--- config.mk ---
export PLATFORM = sky130hd
export DESIGN_NAME = imem_boot_loader_flat
export DESIGN_NICKNAME = d
export VERILOG_FILES = /design/src/rtl/boot_pkg.sv /design/src/rtl/imem_boot_loader_if.sv /design/src/rtl/boot_byte_sum.sv /design/src/rtl/imem_boot_loader.sv /design/src/flat_wrapper.sv
export SDC_FILE = /design/constraint.sdc
export NUM_CORES = 1
export LEC_CHECK = 0
export CAP_MARGIN = 10
export CELL_PAD_IN_SITES_DETAIL_PLACEMENT = 1
export CELL_PAD_IN_SITES_GLOBAL_PLACEMENT = 2
export CORE_MARGIN = 4
export CORE_UTILIZATION = 31
export CTS_CLUSTER_DIAMETER = 40
export DETAILED_ROUTE_END_ITERATION = 16
export GPL_TIMING_DRIVEN = 0
export MAX_ROUTING_LAYER = met4
export PLACE_DENSITY = 0.74
export SLEW_MARGIN = 30
export SYNTH_ARGS = -nofsm -noshare
export SYNTH_HDL_FRONTEND = slang
export SYNTH_HIERARCHICAL = 1
export SYNTH_SLANG_ARGS = --single-unit
--- constraint.sdc ---
create_clock -name clk -period 3.2 [get_ports clk]
set_input_delay 0.64 -clock clk [delete_from_list [all_inputs] [get_ports clk]]
set_output_delay 0.64 -clock clk [all_outputs]
set_load 0.1 [all_outputs]
--- src/rtl/boot_pkg.sv ---
// Shared definitions for the instruction-memory boot loader: FSM encoding,
// header length and checksum width.
package boot_pkg;

  typedef enum logic [2:0] {
    ST_HDR,
    ST_DATA,
    ST_CSUM,
    ST_DONE,
    ST_ERR
  } state_e;

  localparam int unsigned HDR_BYTES = 4;
  localparam int unsigned SUM_W     = 8;

endpackage

--- src/rtl/imem_boot_loader_if.sv ---
// Byte-stream input and instruction-memory byte write port of the boot loader.
// The loader takes the slave side; the stream source / memory model takes master.
interface imem_boot_loader_if #(
  parameter int unsigned ADDR_W = 32
);
  logic              in_valid;
  logic [7:0]        in_data;
  logic              in_ready;
  logic              mem_we;
  logic [ADDR_W-1:0] mem_addr;
  logic [7:0]        mem_wdata;

  modport master (
    output in_valid, in_data,
    input  in_ready, mem_we, mem_addr, mem_wdata
  );

  modport slave (
    input  in_valid, in_data,
    output in_ready, mem_we, mem_addr, mem_wdata
  );
endinterface

--- src/rtl/boot_byte_sum.sv ---
// Running modulo-256 adder with synchronous clear and enable; accumulates
// payload bytes for the load checksum.
module boot_byte_sum
  import boot_pkg::*;
(
  input  logic             clk,
  input  logic             clr,
  input  logic             en,
  input  logic [SUM_W-1:0] data,
  output logic [SUM_W-1:0] sum
);

  logic [SUM_W-1:0] sum_q;

  always_ff @(posedge clk) begin
    if (clr) begin
      sum_q <= '0;
    end else if (en) begin
      sum_q <= sum_q + data;
    end
  end

  assign sum = sum_q;

endmodule

--- src/rtl/imem_boot_loader.sv ---
// Loads a length-prefixed, checksummed byte stream into instruction memory and
// releases the CPU from reset once the checksum matches.
module imem_boot_loader
  import boot_pkg::*;
#(
  parameter int unsigned       MEM_BYTES = 1024,
  parameter int unsigned       ADDR_W    = 32,
  parameter logic [ADDR_W-1:0] BASE_ADDR = '0
) (
  input  logic                clk,
  input  logic                rst,
  imem_boot_loader_if.slave   bus,
  output logic                cpu_rst,
  output logic                done,
  output logic                err
);

  state_e            state_q, state_d;
  logic [31:0]       len_q;
  logic [31:0]       len_full;
  logic [1:0]        hcnt_q;
  logic [31:0]       idx_q;
  logic              we_q;
  logic [ADDR_W-1:0] addr_q;
  logic [7:0]        wdata_q;
  logic              accept;
  logic              sum_en;
  logic [SUM_W-1:0]  sum;
  logic [SUM_W-1:0]  sum_chk;

  assign accept   = bus.in_valid && bus.in_ready;
  // Header arrives LSB first, so shifting in from the top leaves byte 0 at 7:0.
  assign len_full = {bus.in_data, len_q[31:8]};
  assign sum_en   = accept && (state_q == ST_DATA);
  assign sum_chk  = sum + bus.in_data;

  boot_byte_sum u_sum (
    .clk  (clk),
    .clr  (rst),
    .en   (sum_en),
    .data (bus.in_data),
    .sum  (sum)
  );

  always_ff @(posedge clk) begin
    if (rst) begin
      state_q <= ST_HDR;
    end else begin
      state_q <= state_d;
    end
  end

  always_comb begin
    state_d = state_q;
    unique case (state_q)
      ST_HDR: begin
        if (accept && hcnt_q == 2'(HDR_BYTES - 1)) begin
          if (len_full > 32'(MEM_BYTES)) begin
            state_d = ST_ERR;
          end else if (len_full == 32'd0) begin
            state_d = ST_CSUM;
          end else begin
            state_d = ST_DATA;
          end
        end
      end
      ST_DATA: begin
        if (accept && idx_q == len_q - 32'd1) begin
          state_d = ST_CSUM;
        end
      end
      ST_CSUM: begin
        if (accept) begin
          state_d = (sum_chk == '0) ? ST_DONE : ST_ERR;
        end
      end
      default: state_d = state_q;
    endcase
  end

  always_comb begin
    bus.in_ready  = !rst && (state_q == ST_HDR || state_q == ST_DATA || state_q == ST_CSUM);
    bus.mem_we    = we_q;
    bus.mem_addr  = addr_q;
    bus.mem_wdata = wdata_q;
    done          = (state_q == ST_DONE);
    err           = (state_q == ST_ERR);
    cpu_rst       = (state_q != ST_DONE);
  end

  always_ff @(posedge clk) begin
    if (rst) begin
      len_q   <= '0;
      hcnt_q  <= '0;
      idx_q   <= '0;
      we_q    <= 1'b0;
      addr_q  <= BASE_ADDR;
      wdata_q <= '0;
    end else begin
      we_q <= 1'b0;
      if (accept) begin
        unique case (state_q)
          ST_HDR: begin
            len_q  <= len_full;
            hcnt_q <= hcnt_q + 2'd1;
          end
          ST_DATA: begin
            we_q    <= 1'b1;
            addr_q  <= BASE_ADDR + ADDR_W'(idx_q);
            wdata_q <= bus.in_data;
            idx_q   <= idx_q + 32'd1;
          end
          default: ;
        endcase
      end
    end
  end

endmodule
--- src/flat_wrapper.sv ---
// flat-port wrapper written by rule: the top's interface ports become plain ports
module imem_boot_loader_flat import boot_pkg::*;
#(
  parameter int unsigned       MEM_BYTES = 1024,
  parameter int unsigned       ADDR_W    = 32,
  parameter logic [ADDR_W-1:0] BASE_ADDR = '0
)
  (clk, rst, cpu_rst, done, err, bus_in_valid, bus_in_data, bus_in_ready, bus_mem_we, bus_mem_addr, bus_mem_wdata);
  imem_boot_loader_if #(.ADDR_W(ADDR_W)) bus_i ();
  input  logic clk;
  input  logic rst;
  output logic cpu_rst;
  output logic done;
  output logic err;
  input wire logic [$bits(bus_i.in_valid)-1:0] bus_in_valid;
  input wire logic [$bits(bus_i.in_data)-1:0] bus_in_data;
  output wire logic [$bits(bus_i.in_ready)-1:0] bus_in_ready;
  output wire logic [$bits(bus_i.mem_we)-1:0] bus_mem_we;
  output wire logic [$bits(bus_i.mem_addr)-1:0] bus_mem_addr;
  output wire logic [$bits(bus_i.mem_wdata)-1:0] bus_mem_wdata;
  assign bus_i.in_valid = bus_in_valid;
  assign bus_i.in_data = bus_in_data;
  assign bus_in_ready = bus_i.in_ready;
  assign bus_mem_we = bus_i.mem_we;
  assign bus_mem_addr = bus_i.mem_addr;
  assign bus_mem_wdata = bus_i.mem_wdata;
  imem_boot_loader #(.MEM_BYTES(MEM_BYTES), .ADDR_W(ADDR_W), .BASE_ADDR(BASE_ADDR)) u_core (.clk(clk), .rst(rst), .bus(bus_i), .cpu_rst(cpu_rst), .done(done), .err(err));
endmodule
## Word-level counts from Yosys, hierarchy flattened

Index checks and enable logic that the tools add are counted.
W data, S select, Z words.

| storage, ports and cells | value |
|---|---|
| register bits | 118 |
| input port bits | 11 |
| output and inout bits | 45 |
| logic and storage cells | 48 |

| operators by class | value |
|---|---|
| $add $sub $neg | 4 |
| order comparisons | 1 |
| equality and inequality tests | 10 |
| multiplexer cells | 8 |
| bitwise operators | 1 |
| reduce and logical (&&, ||, !) cells | 16 |

Operators by type and width:

| kind | count |
|---|---|
| $add A32 B1 Y32 const B | 1 |
| $eq A32 B32 Y1 | 1 |
| $gt A32 B11 Y1 const B | 1 |
| $logic_not A32 Y1 | 1 |
| $sub A32 B1 Y32 const B | 1 |
| $mux W3 | 5 |
| $pmux W3 S3 | 1 |
| $add A8 B8 Y8 | 1 |
| $logic_not A8 Y1 | 1 |
| $eq A3 B2 Y1 const B | 2 |
| $logic_and A1 B1 Y1 | 5 |
| $ne A2 B1 Y1 const B | 2 |
| $reduce_and A2 Y1 | 2 |
| $reduce_and A4 Y1 | 1 |
| $eq A3 B1 Y1 const B | 1 |
| $eq A3 B3 Y1 const B | 1 |
| $logic_not A3 Y1 | 1 |
| $ne A3 B2 Y1 const B | 1 |
| $reduce_bool A3 Y1 | 1 |
| $add A2 B1 Y2 const B | 1 |
| $eq A2 B2 Y1 const B | 1 |
| $logic_or A1 B1 Y1 | 2 |
| $mux W2 | 1 |
| $ne A2 B2 Y1 const B | 1 |
| other kinds (4) | 4 |

## Longest topological paths before layout

Gate-level depths: netlist (run 1).

| depth | value |
|---|---|
| word-level depth | 8 |
| gate-level depth with buffers | 11 |
| gate-level depth less buffers | 11 |

## Cells and area by module

The synthesis (run 1) kept the hierarchy.

By module, submodules not included:

| module | instances | cells each | area an instance (um^2) | seq. area each (um^2) |
|---|---|---|---|---|
| imem_boot_loader | 1 | 750 | 5763.0 | 2202.1 |
| boot_byte_sum | 1 | 74 | 618.1 | 160.2 |

## Worst setup path after synthesis (run 1)

Ideal clock, no wire load.

| path | value |
|---|---|
| path kind | reg-to-output |
| start point | register u_core.state_q[0] |
| end point | output err |
| data arrival time | 2597 ps |
| required time | 2560 ps |
| setup slack | -37 ps |
| cell stages (with the launch flop) | 3 |
| path through | dfxtp_1 clkbuf_1 nor3_1 |

| on the way | value |
|---|---|
| longest elaborated chain between the ends | 1 |

Ends and longest elaborated chain:

| element | line | source |
|---|---|---|
| start, declared | imem_boot_loader.sv:18 | `state_e state_q, state_d;` |
| start signal, assigned | imem_boot_loader.sv:49 | `state_q <= state_d;` |
| $eq A3 B3 Y1 | imem_boot_loader.sv:87 | `err = (state_q == ST_ERR);` |
| end, declared | flat_wrapper.sv:14 | `output logic err;` |

No other way between the ends.

## Final worst setup path (run 1)

| path | value |
|---|---|
| start point | register u_core.len_q[11] |
| end point | register u_core.state_q[0] |

| on the way | value |
|---|---|
| longest elaborated chain between the ends | 5 |
| elaborated cells on any way between the ends | 11 |

Ends and longest elaborated chain:

| element | line | source |
|---|---|---|
| start, declared | imem_boot_loader.sv:19 | `logic [31:0] len_q;` |
| start signal, assigned | imem_boot_loader.sv:104 | `len_q <= len_full;` |
| $sub A32 B1 Y32 or $logic_not A32 Y1 (tied branches) | imem_boot_loader.sv:68, imem_boot_loader.sv:60 |  |
| $eq A32 B32 Y1 or $mux W2 (tied branches) | imem_boot_loader.sv:68, imem_boot_loader.sv:60 |  |
| $logic_and A1 B1 Y1 or $mux W3 (tied branches) | imem_boot_loader.sv:68, imem_boot_loader.sv:58 |  |
| $ne A2 B2 Y1 (no source line) or $mux W3 (tied branches) | - |  |
| $reduce_and A4 Y1 (no source line) or $pmux W3 S3 (tied branches) | - |  |

Several ways; a longest one is shown, not always the timed one. The select of a mux whose other input is x is not followed.
A chain may end at the register's enable or synchronous reset.

==> results by group, run 1 <==
Worst setup path
  • Arr. time, crit path: 3.44 ns
  • Critical Path RT: 3.51 ns
  • Crit Path Max Fanout: 10
  • CP Launch Type: flip-flop
  • CP top delay family: simple AND/OR/NAND/NOR gates
  • CP max stage cell: or4_1
  • Setup crit end kind: flip-flop
  • CP cell instances: or4_1 -> buf_4 -> or2_2 -> buf_4 -> nor4_4 -> o221ai_2 -> nor4_2 -> o2111ai_2 -> o21a_1 -> o21a_1
  • Setup Crit Path Kind: flip-flop to flip-flop
  • Critical Path Max Stage Delay: 0.53 ns
  • WP buf/inv: 2

Detailed routing
  • First-pass DRT Iterations: 4
  • DR WL/cell: 18.1 um
  • Number of antenna-violating nets in the routed design: 0
  • Routed vias: 6,129
  • Post-Route WL: 21,400 um
  • DR iter-0 viols: 285
  • DR vias/cell: 5.18
  • Drt drc: 0

Place
  • Dpl ws: -0.991 ns
  • Port-buffer cells: 55
  • DP Cell Count: 1,149
  • Routability cong.: 0.890
  • Final HPWL DP: 15,900 um

Clocking
  • CTS tree: done
  • Clock Path Buffers: 2
  • Later-pin clock latency in the skew report: 0.42 ns
  • Total CTS buffers: 17
  • Clock sink total: 118
  • CTS clk-pin slew, worst paths: 0.06 ns
  • CTS H-tree depth: 4
  • Root buffer cell: clkbuf_16

Global route
  • Met2 Track Usage GR: 32.7%
  • Total GRT Usage: 19.7%
  • Largest net degree at the start of global routing: 17
  • Global routing's busiest layer: met2
  • Gr ovfl total: 0
  • Met1 usage: 25.2%
  • Met3 Use GR: 3.93%
  • Initial antenna violation count: 0
  • First-pass GRT wire length: 34,300 um
  • Vias in the first global route: 6,338

Timing
  • Unrepaired setup endpoints after global routing: true
  • Final setup vio count: 0
  • Period utilisation layout: 97.8%
  • Final worst slack: 0.0689 ns
  • Time the worst path needs with I/O delays and setup: 3.13 ns
  • Sum Neg Setup Slack: 0 ns
  • Final Max Tran Viols: 0
  • Max frequency: 319 MHz
  • Hold Vio Cnt, Final: 0
  • Worst rel slew slack: 33.3%
  • Worst-Margin Slew: 0.997 ns
  • Hold WS: 0.451 ns
  • Clk_skew: 0.00840 ns

Die
  • I/O Pins: 56
  • Row count: 52
  • Die width: 151 um
  • Initial Util: 31.5%
  • Die H: 151 um
  • Core Region: 20,200 sq um
  • Die area: 22,900 sq um

Power and ir drop
  • Power, Total: 3790 uW
  • Logic pwr share: 6.5%
  • Pleak: 0.00287 uW
  • Switch share: 24.2%
  • Share of power burned in registers: 39.3%
  • PwrDens: 469 nW/um^2
  • Clk pwr share: 54.3%
  • VDD IR max: 339 uV
  • Net Switching: 919 uW
  • Internal cell power: 2880 uW

Logic synthesis
  • Asr flop ratio synth: 0%
  • Synth unique cells: 69
  • Post-synth top area cell: dfxtp_1
  • Post-synth EDFFs: 0
  • Top_reg_cell synth: dfxtp_1
  • Top cells by area, synth: dfxtp_1 37%, nand2_1 11%, a21oi_1 7.1%, xnor2_1 5.1%, ha_1 3.3%
  • Syn Nets: 854
  • Synth Register Bits: 118
  • Top-count cell post-synth: nand2_1
  • Top-area cell type share of the netlist area: 37.0%
  • Commonest cells post-synth: 179 x nand2_1, 118 x dfxtp_1, 90 x a21oi_1, 54 x nor2_1, 40 x clkbuf_1
  • Cells after Synth: 824
  • Avg Cell Area, Syn: 7.74 sq um
  • Sequential-to-total area share from yosys stat: 37.0%
  • Mapped cell area: 6380 sq um
  • Syn. warnings: 6

Finish
  • Area Growth Syn to Fin: 26.9%
  • Final #Nets: 930
  • Layout fillers: 2,395
  • Non-Filler Instances: 1,183
  • # diodes: 0
  • Layout cells sized above 1: 9.97%

Outcome
  • Outcome: finished clean

Flow run
  • Maxcap violations: 0

Hold path
  • Hold Path Class: flip-flop to flip-flop
## sequential cells by signal, summed over array words and instances (netlist names)
name,flops
u_core/idx_q,32
u_core/bus.mem_wdata,8
u_core/u_sum/sum,8
u_core/bus.mem_we,1
u_core/hcnt_q,2
u_core/bus.mem_addr,32
u_core/state_q,3
u_core/len_q,32
## stage by stage
stage          utilization, %  area [sq um]
3_5_place_dp             36.0          7270
4_1_cts                  39.6          8020
6_report                 40.0          8100
5_1_grt                  40.0          8100
3_3_place_gp             36.0          7270
2_1_floorplan               -          6390
## cell type report
class / count / area [sq um] / share of cell area, %
timing repair buffer: 61 / 601 / 7.42
multi-input combinational: 632 / 3860 / 47.6
inverter: 19 / 73.8 / 0.912
buffer: 51 / 229 / 2.83
clock inverter: 15 / 203 / 2.50
tap: 270 / 338 / 4.17
clock buffer: 17 / 425 / 5.25
sequential: 118 / 2370 / 29.3
## cells by family after synthesis
kind of cell    share of synthesized area, %
buf+inv                                 4.67
mux                                    0.804
fa+ha+maj                               3.96
xor+xnor                                8.24
simple gates                            29.0
flops                                   37.0
compound gates                          16.3
## path summary, 6_finish.rpt
check,from,end,slack [ns],cells after the start
worst max-delay path,u_core/len_q[11]$_SDFFE_PP0P_,u_core/state_q[0]$_SDFFE_PP0P_,0.07,10
worst min-delay path,u_core/bus.mem_addr[9]$_SDFFE_PP0P_,u_core/bus.mem_addr[9]$_SDFFE_PP0P_,0.45,2
worst max register to register,u_core/len_q[11]$_SDFFE_PP0P_,u_core/state_q[0]$_SDFFE_PP0P_,0.07,10
worst min register to register,u_core/bus.mem_addr[9]$_SDFFE_PP0P_,u_core/bus.mem_addr[9]$_SDFFE_PP0P_,0.45,2
## routing by layer
layer / part of all wire [%] / wire length [um]
met5: 0 / 0
met4: 0.48 / 102
met3: 4.1 / 882
met2: 49 / 10400
met1: 47 / 10000
## power groups by stage
| stage | clock network, uW | logic (uW) | registers, uW |
|---|---|---|---|
| 2_1_floorplan | 0 | 153 | 1520 |
| 3_3_place_gp | 0 | 227 | 1520 |
| 3_5_place_dp | 0 | 235 | 1520 |
| 4_1_cts | 2110 | 245 | 1490 |
| 5_1_grt | 2170 | 271 | 1490 |
| 6_report | 2060 | 246 | 1490 |
## worst register-to-register path: stages (launching register included)
cell and delay, ns:
dfxtp_2 0.39, or4_1 0.53, buf_4 0.18, or2_2 0.33
buf_4 0.18, nor4_4 0.29, o221ai_2 0.16, nor4_2 0.32
o2111ai_2 0.21, o21a_1 0.26, o21a_1 0.18
## timing repair
item	in CTS	in global routing
setup endpoints to repair	24	8
gates resized for setup	30	16
setup buffers	2	4
pin swaps	9	7
hold buffers	0	0
## placed cells by master, fill, tap and decap left out, types with 4 or more instances in the layout
cell type	netlist	routed
bufinv_16	0	4
mux2i_1	4	4
or2_2	4	4
or4_4	0	4
nor3_1	18	15
nor2b_1	8	7
dfxtp_1	118	114
nand4_1	12	12
or3_1	20	19
nand3_1	15	15
xnor2_1	37	37
nor3b_1	11	10
clkinvlp_4	0	5
clkbuf_1	40	37
o21a_1	7	7
a21oi_1	90	90
nand2_1	179	178
or4_1	9	5
nor4_2	2	4
a21o_1	6	6
clkdlybuf4s50_1	0	50
clkbuf_16	0	17
a211oi_1	9	8
ha_1	17	16
buf_1	6	5
o21ai_0	15	15
and3_1	9	9
nand3b_1	4	4
and2_1	7	7
xor2_1	23	23
buf_4	1	9
inv_1	18	16
nor4_1	13	9
nor2_1	54	54
nand2b_1	5	5
No activity file was read; power rests on OpenSTA's default activity.
==> inputs of run 2 (changes only) <==
--- a/config.mk
+++ b/config.mk
@@ -9,12 +9,12 @@
 export CELL_PAD_IN_SITES_DETAIL_PLACEMENT = 1
 export CELL_PAD_IN_SITES_GLOBAL_PLACEMENT = 2
 export CORE_MARGIN = 4
-export CORE_UTILIZATION = 31
+export CORE_UTILIZATION = 37
 export CTS_CLUSTER_DIAMETER = 40
 export DETAILED_ROUTE_END_ITERATION = 16
 export GPL_TIMING_DRIVEN = 0
 export MAX_ROUTING_LAYER = met4
-export PLACE_DENSITY = 0.74
+export PLACE_DENSITY = 0.83
 export SLEW_MARGIN = 30
 export SYNTH_ARGS = -nofsm -noshare
 export SYNTH_HDL_FRONTEND = slang
==> constraint.sdc (replaced) <==
create_clock -name clk -period 3.8 [get_ports clk]
set_input_delay 0.76 -clock clk [delete_from_list [all_inputs] [get_ports clk]]
set_output_delay 0.76 -clock clk [all_outputs]
set_load 0.1 [all_outputs]
==> run 2 against run 1 <==
Against the previous run:
- final cell count fell by 4.5%
- sequential cell count did not move
- largest cell class unchanged
- die area fell by 15%
==> results by group, run 2 (synthesis gave the netlist of run 1 again) <==
Finish
  • Final #Nets: 927 (was 930)
  • # diodes: 0 (unchanged)
  • Layout cells sized above 1: 6.48% (was 9.97%)
  • Area Growth Syn to Fin: 23.5% (was 26.9%)
  • Most frequent cells in the layout: 178 x nand2_1, 118 x dfxtp_1, 90 x a21oi_1 (was 178 x nand2_1, 114 x dfxtp_1, 90 x a21oi_1)
  • Commonest non-fill, non-tap cell in the layout: nand2_1 (unchanged)

Worst setup path
  • Launch point of the worst reg-to-reg path: u_core/len_q[2]$_SDFFE_PP0P_ (was u_core/len_q[11]$_SDFFE_PP0P_)
  • Setup Crit Path Kind: primary input to output pin (was flip-flop to flip-flop)
  • CP Launch Type: primary input (was flip-flop)
  • CP startpoint: rst (was u_core/len_q[11]$_SDFFE_PP0P_)
  • Critical Path RT: 3.04 ns (was 3.51 ns)
  • Reg-to-reg setup timing slack: 0.38 ns (was 0.07 ns)
  • Reg2Reg Depth: 9 (was 10)
  • Setup crit end kind: output pin (was flip-flop)
  • CP endpoint: bus_in_ready (was u_core/state_q[0]$_SDFFE_PP0P_)
  • Reg2reg end: u_core/state_q[0]$_SDFFE_PP0P_ (unchanged)
  • Arr. time, crit path: 2.85 ns (was 3.44 ns)
  • Crit Path Max Fanout: 8 (was 10)

Timing
  • Worst-Margin Slew: 0.999 ns (was 0.997 ns)
  • Unrepaired setup endpoints after global routing: false (was true)
  • Clk_skew: 0.00667 ns (was 0.00840 ns)
  • Period utilisation layout: 95.1%
  • Worst rel slew slack: 33.2% (was 33.3%)
  • Hold Vio Cnt, Final: 0 (unchanged)
  • Final setup vio count: 0 (unchanged)
  • Final Max Tran Viols: 0 (unchanged)
  • Time the worst path needs with I/O delays and setup: 3.61 ns
  • Final worst slack: 0.186 ns (was 0.0689 ns)
  • Max frequency: 277 MHz
  • Hold WS: 0.455 ns (was 0.451 ns)

Die
  • Initial Util: 38.1% (was 31.5%)
  • Row count: 47 (was 52)
  • Core Region: 16,800 sq um (was 20,200 sq um)
  • Die width: 139 um (was 151 um)
  • Die area: 19,400 sq um (was 22,900 sq um)
  • Die H: 139 um (was 151 um)
  • I/O Pins: 56 (unchanged)

Place
  • Dpl ws: -0.571 ns (was -0.991 ns)
  • Final HPWL DP: 15,900 um (about the same)
  • Port-buffer cells: 55 (unchanged)
  • Routability cong.: 0.884 (was 0.890)

Hold path
  • Hold Path Class: flip-flop to flip-flop (unchanged)

Outcome
  • Outcome: finished clean (unchanged)

Detailed routing
  • Number of antenna-violating nets in the routed design: 0 (unchanged)
  • Routed vias: 6,222 (was 6,129)
  • Drt drc: 0 (unchanged)
  • DR iter-0 viols: 267 (was 285)
  • First-pass DRT Iterations: 4 (unchanged)
  • DR vias/cell: 5.51 (was 5.18)
  • DR WL/cell: 19.2 um (was 18.1 um)
  • Post-Route WL: 21,700 um (was 21,400 um)

Global route
  • Global routing's busiest layer: met2 (unchanged)
  • Met1 usage: 28.5% (was 25.2%)
  • Total GRT Usage: 23.3% (was 19.7%)
  • Largest net degree at the start of global routing: 23 (was 17)
  • Met2 Track Usage GR: 38.6% (was 32.7%)
  • Initial antenna violation count: 0 (unchanged)
  • First-pass GRT wire length: 35,200 um (was 34,300 um)
  • Met3 Use GR: 5.49% (was 3.93%)
  • Vias in the first global route: 6,709 (was 6,338)
  • Gr ovfl total: 0 (unchanged)

Clocking
  • Clock Path Buffers: 2 (unchanged)
  • Clock sink total: 118 (unchanged)
  • Root buffer cell: clkbuf_16 (unchanged)
  • Later-pin clock latency in the skew report: 0.41 ns (was 0.42 ns)
  • CTS H-tree depth: 4 (unchanged)
  • CTS clk-pin slew, worst paths: 0.05 ns (was 0.06 ns)
  • CTS tree: done (unchanged)
  • Total CTS buffers: 17 (unchanged)

Power and ir drop
  • VDD IR max: 329 uV (was 339 uV)
  • Pleak: 0.00281 uW (was 0.00287 uW)
  • PwrDens: 414 nW/um^2 (was 469 nW/um^2)

Flow run
  • Maxcap violations: 0 (unchanged)
[run 2: cell count changes in the layout (fill, tap and decap cells not counted), sizes merged]
cell	delta
clkbuf	+10
inv	-3
dlymetal6s2s	-3
clkdlybuf4s50	+5
clkinv	-1
dlygate4sd2	-2
clkinvlp	-4
buf	-6
bufinv	+1
[run 2: how the worst min path moves through the flow]
stage | to | start | slack [ns] | cells after the start
after global routing | u_core/bus.mem_addr[16]$_SDFFE_PP0P_ | u_core/bus.mem_addr[16]$_SDFFE_PP0P_ | 0.48 | 2
after floorplan | u_core/hcnt_q[1]$_SDFFE_PP0P_ | u_core/hcnt_q[1]$_SDFFE_PP0P_ | 0.44 | 2
after detailed placement | u_core/bus.mem_addr[24]$_SDFFE_PP0P_ | u_core/bus.mem_addr[24]$_SDFFE_PP0P_ | 0.45 | 2
after global placement | u_core/bus.mem_addr[23]$_SDFFE_PP0P_ | u_core/bus.mem_addr[23]$_SDFFE_PP0P_ | 0.44 | 2
after CTS | u_core/bus.mem_addr[16]$_SDFFE_PP0P_ | u_core/bus.mem_addr[16]$_SDFFE_PP0P_ | 0.46 | 2
final | u_core/bus.mem_addr[16]$_SDFFE_PP0P_ | u_core/bus.mem_addr[16]$_SDFFE_PP0P_ | 0.45 | 2
[run 2: per-layer routing]
| layer | vias up | routed length, um | part of all wire (%) |
|---|---|---|---|
| li1 | 3008 | - | - |
| met1 | 3067 | 9820 | 45 |
| met2 | 117 | 10600 | 49 |
| met3 | 30 | 934 | 4.3 |
| met4 | 0 | 342 | 1.6 |
| met5 | - | 0 | 0 |
[run 2: where the power goes]
group / switching (uW) / internal (uW) / total [uW] / leakage (uW)
Sequential: 10.2 / 1250 / 1260 / 0.000951
Combinational: 129 / 71.4 / 200 / 0.00154
Clock: 575 / 1230 / 1810 / 0.000320
[run 2: repair_timing]
item	4_1_cts	5_1_grt
gates resized for setup	0	4
buffers inserted	0	0
gates cloned	0	0
hold buffers	0	0
endpoints found under the setup margin	3	8
[run 2: stage by stage]
step | cell area [sq um] | utilization, % | total power, uW | instances | setup TNS, ns
after floorplan | 6380 | - | 1410 | 824 | 0
after global placement | 7210 | 43.0 | 1470 | 1099 | -4.20
after CTS | 7860 | 46.9 | 3290 | 1130 | 0
after detailed placement | 7210 | 43.0 | 1480 | 1099 | -5.11
after global routing | 7880 | 47.0 | 3380 | 1130 | 0
final | 7880 | 47.0 | 3260 | 1130 | 0
[run 2: layout make-up]
cell class	count	area [sq um]
Buffer	54	223
Clock buffer	24	492
Clock inverter	8	168
Fill cell	2020	8880
Inverter	19	71.3
Multi-Input combinational cell	632	3740
Sequential cell	118	2360
Tap cell	220	275
Timing Repair Buffer	55	551
[run 2: worst max-delay path: stages]
cell             delay (ns)
clkdlybuf4s50_1        0.60
nor2_1                 0.21
and2_1                 0.15
clkdlybuf4s50_1        1.13
==> inputs of run 3 (changes only) <==
--- a/config.mk
+++ b/config.mk
@@ -14,7 +14,7 @@
 export DETAILED_ROUTE_END_ITERATION = 16
 export GPL_TIMING_DRIVEN = 0
 export MAX_ROUTING_LAYER = met4
-export PLACE_DENSITY = 0.83
+export PLACE_DENSITY = 0.84
 export SLEW_MARGIN = 30
 export SYNTH_ARGS = -nofsm -noshare
 export SYNTH_HDL_FRONTEND = slang
==> run 3 against run 2 <==
Against the previous run:
- worst hold slack better by 0.0011 ns
- via count fell by 0.37%
- combinational power barely moved
- worst setup slack better by 0.013 ns
- sequential power about the same
- final cell count unchanged
- critical endpoint unchanged
==> results by group, run 3 (synthesis gave the netlist of run 1 again) <==
Outcome
  • Outcome: finished clean (unchanged)

Worst setup path
  • CP Launch Type: primary input (unchanged)
  • Setup Crit Path Kind: primary input to output pin (unchanged)
  • Launch point of the worst reg-to-reg path: u_core/len_q[0]$_SDFFE_PP0P_ (was u_core/len_q[2]$_SDFFE_PP0P_)
  • CP startpoint: rst (unchanged)
  • Setup crit end kind: output pin (unchanged)
  • Reg2Reg Depth: 10 (was 9)
  • Arr. time, crit path: 2.84 ns (was 2.85 ns)
  • Critical Path RT: 3.04 ns (about the same)
  • Crit Path Max Fanout: 8 (unchanged)
  • Reg2reg end: u_core/state_q[0]$_SDFFE_PP0P_ (unchanged)
  • Reg-to-reg setup timing slack: 0.37 ns (was 0.38 ns)
  • CP endpoint: bus_in_ready (unchanged)

Timing
  • Worst-Margin Slew: 0.999 ns (about the same)
  • Unrepaired setup endpoints after global routing: false (unchanged)
  • Clk_skew: 0.00507 ns (was 0.00667 ns)
  • Hold Vio Cnt, Final: 0 (unchanged)
  • Time the worst path needs with I/O delays and setup: 3.60 ns (was 3.61 ns)
  • Final Max Tran Viols: 0 (unchanged)
  • Worst rel slew slack: 33.2% (about the same)
  • Final setup vio count: 0 (unchanged)
  • Max frequency: 278 MHz (was 277 MHz)
  • Sum Neg Setup Slack: 0 ns (unchanged)
  • Period utilisation layout: 94.8% (was 95.1%)

Detailed routing
  • DR iter-0 viols: 368 (was 267)
  • DR WL/cell: 18.9 um (was 19.2 um)
  • Routed vias: 6,199 (was 6,222)
  • DR vias/cell: 5.49 (was 5.51)
  • Number of antenna-violating nets in the routed design: 0 (unchanged)
  • Drt drc: 0 (unchanged)
  • First-pass DRT Iterations: 5 (was 4)
  • Post-Route WL: 21,400 um (was 21,700 um)

Global route
  • First-pass GRT wire length: 35,100 um (was 35,200 um)
  • Gr ovfl total: 0 (unchanged)
  • Largest net degree at the start of global routing: 23 (unchanged)
  • Vias in the first global route: 6,486 (was 6,709)
  • Initial antenna violation count: 0 (unchanged)
  • Total GRT Usage: 23.2% (was 23.3%)

Clocking
  • Clock sink total: 118 (unchanged)
  • Post-CTS Setup Bufs: 0 (unchanged)
  • CTS tree: done (unchanged)
  • CTS Hold Bufs: 0 (unchanged)
  • Later-pin clock latency in the skew report: 0.42 ns (was 0.41 ns)
  • CTS H-tree depth: 4 (unchanged)
  • CTS clk-pin slew, worst paths: 0.06 ns (was 0.05 ns)
  • Total CTS buffers: 17 (unchanged)
  • Clock Path Buffers: 2 (unchanged)
  • PostCTS Resize Cnt: 0 (unchanged)
  • Root buffer cell: clkbuf_16 (unchanged)

Flow run
  • Maxcap violations: 0 (unchanged)

Die
  • Core Region: 16,800 sq um (unchanged)
  • I/O Pins: 56 (unchanged)
  • Row count: 47 (unchanged)
  • Die width: 139 um (unchanged)
  • Die area: 19,400 sq um (unchanged)
  • Die H: 139 um (unchanged)
  • Initial Util: 38.1% (unchanged)

Place
  • Final HPWL DP: 15,700 um (was 15,900 um)
  • Port-buffer cells: 55 (unchanged)
  • Routability cong.: 0.903 (was 0.884)
  • DP Cell Count: 1,099 (unchanged)

Finish
  • Final #Nets: 927 (unchanged)
  • # diodes: 0 (unchanged)
  • FF+latch area: 2360 sq um (unchanged)
  • Layout fillers: 2,049 (was 2,020)
  • Layout cells sized above 1: 6.81% (was 6.48%)
  • Non-Filler Instances: 1,130 (unchanged)
  • Most frequent cells in the layout: 178 x nand2_1, 118 x dfxtp_1, 90 x a21oi_1 (unchanged)
  • Multi-input gate area: 3740 sq um (unchanged)
  • Final core occ: 46.8% (was 47.0%)
  • Area Growth Syn to Fin: 22.9% (was 23.5%)
  • Commonest non-fill, non-tap cell in the layout: nand2_1 (unchanged)

Power and ir drop
  • Pleak: 0.00277 uW (was 0.00281 uW)
  • Power, Total: 3160 uW (was 3260 uW)
  • VDD IR max: 321 uV (was 329 uV)
  • PwrDens: 403 nW/um^2 (was 414 nW/um^2)

Hold path
  • Hold Path Class: flip-flop to flip-flop (unchanged)
[run 3: where the power goes]
group,switching [uW],internal (uW)
combinational,127,71.3
sequential,10.1,1250
clock,600,1110
total,738,2430
[run 3: worst min-delay path by stage]
| stage | depth (start not counted) | startpoint | slack [ns] | to |
|---|---|---|---|---|
| after floorplan | 2 | u_core/hcnt_q[1]$_SDFFE_PP0P_ | 0.44 | u_core/hcnt_q[1]$_SDFFE_PP0P_ |
| after global placement | 2 | u_core/bus.mem_addr[23]$_SDFFE_PP0P_ | 0.44 | u_core/bus.mem_addr[23]$_SDFFE_PP0P_ |
| after detailed placement | 2 | u_core/bus.mem_addr[21]$_SDFFE_PP0P_ | 0.45 | u_core/bus.mem_addr[21]$_SDFFE_PP0P_ |
| after CTS | 2 | u_core/bus.mem_addr[21]$_SDFFE_PP0P_ | 0.46 | u_core/bus.mem_addr[21]$_SDFFE_PP0P_ |
| after global routing | 2 | u_core/bus.mem_addr[15]$_SDFFE_PP0P_ | 0.48 | u_core/bus.mem_addr[15]$_SDFFE_PP0P_ |
| final | 2 | u_core/bus.mem_addr[21]$_SDFFE_PP0P_ | 0.46 | u_core/bus.mem_addr[21]$_SDFFE_PP0P_ |
[run 3: worst max-delay path, cell delays in order]
cell	delay, ns
clkdlybuf4s50_1	0.59
nor2_1	0.22
and2_1	0.14
clkdlybuf4s50_1	1.13
[run 3: layout make-up]
cell class	instances	share of cell area, %
Tap cell	220	3.51
Clock buffer	19	5.65
Clock inverter	13	2.30
Inverter	19	0.909
Multi-Input combinational cell	632	47.7
Timing Repair Buffer	55	7.02
Buffer	54	2.84
Sequential cell	118	30.1
[run 3: metal layers]
layer	part of all wire [%]	GRT usage [%]	up-vias
li1	-	-	3006
met2	47	37.0	108
met3	3.7	4.73	26
met5	0	-	-
met1	47	29.5	3059
met4	2.0	7.88	0
[run 3: metrics by stage]
| stage | worst slack (ns) | cell area, sq um | hold slack [ns] |
|---|---|---|---|
| after floorplan | 0.443 | 6380 | 0.440 |
| after global placement | -0.519 | 7210 | 0.442 |
| after detailed placement | -0.589 | 7210 | 0.450 |
| after CTS | 0.0535 | 7830 | 0.457 |
| after global routing | 0.0899 | 7850 | 0.481 |
| final | 0.199 | 7850 | 0.456 |
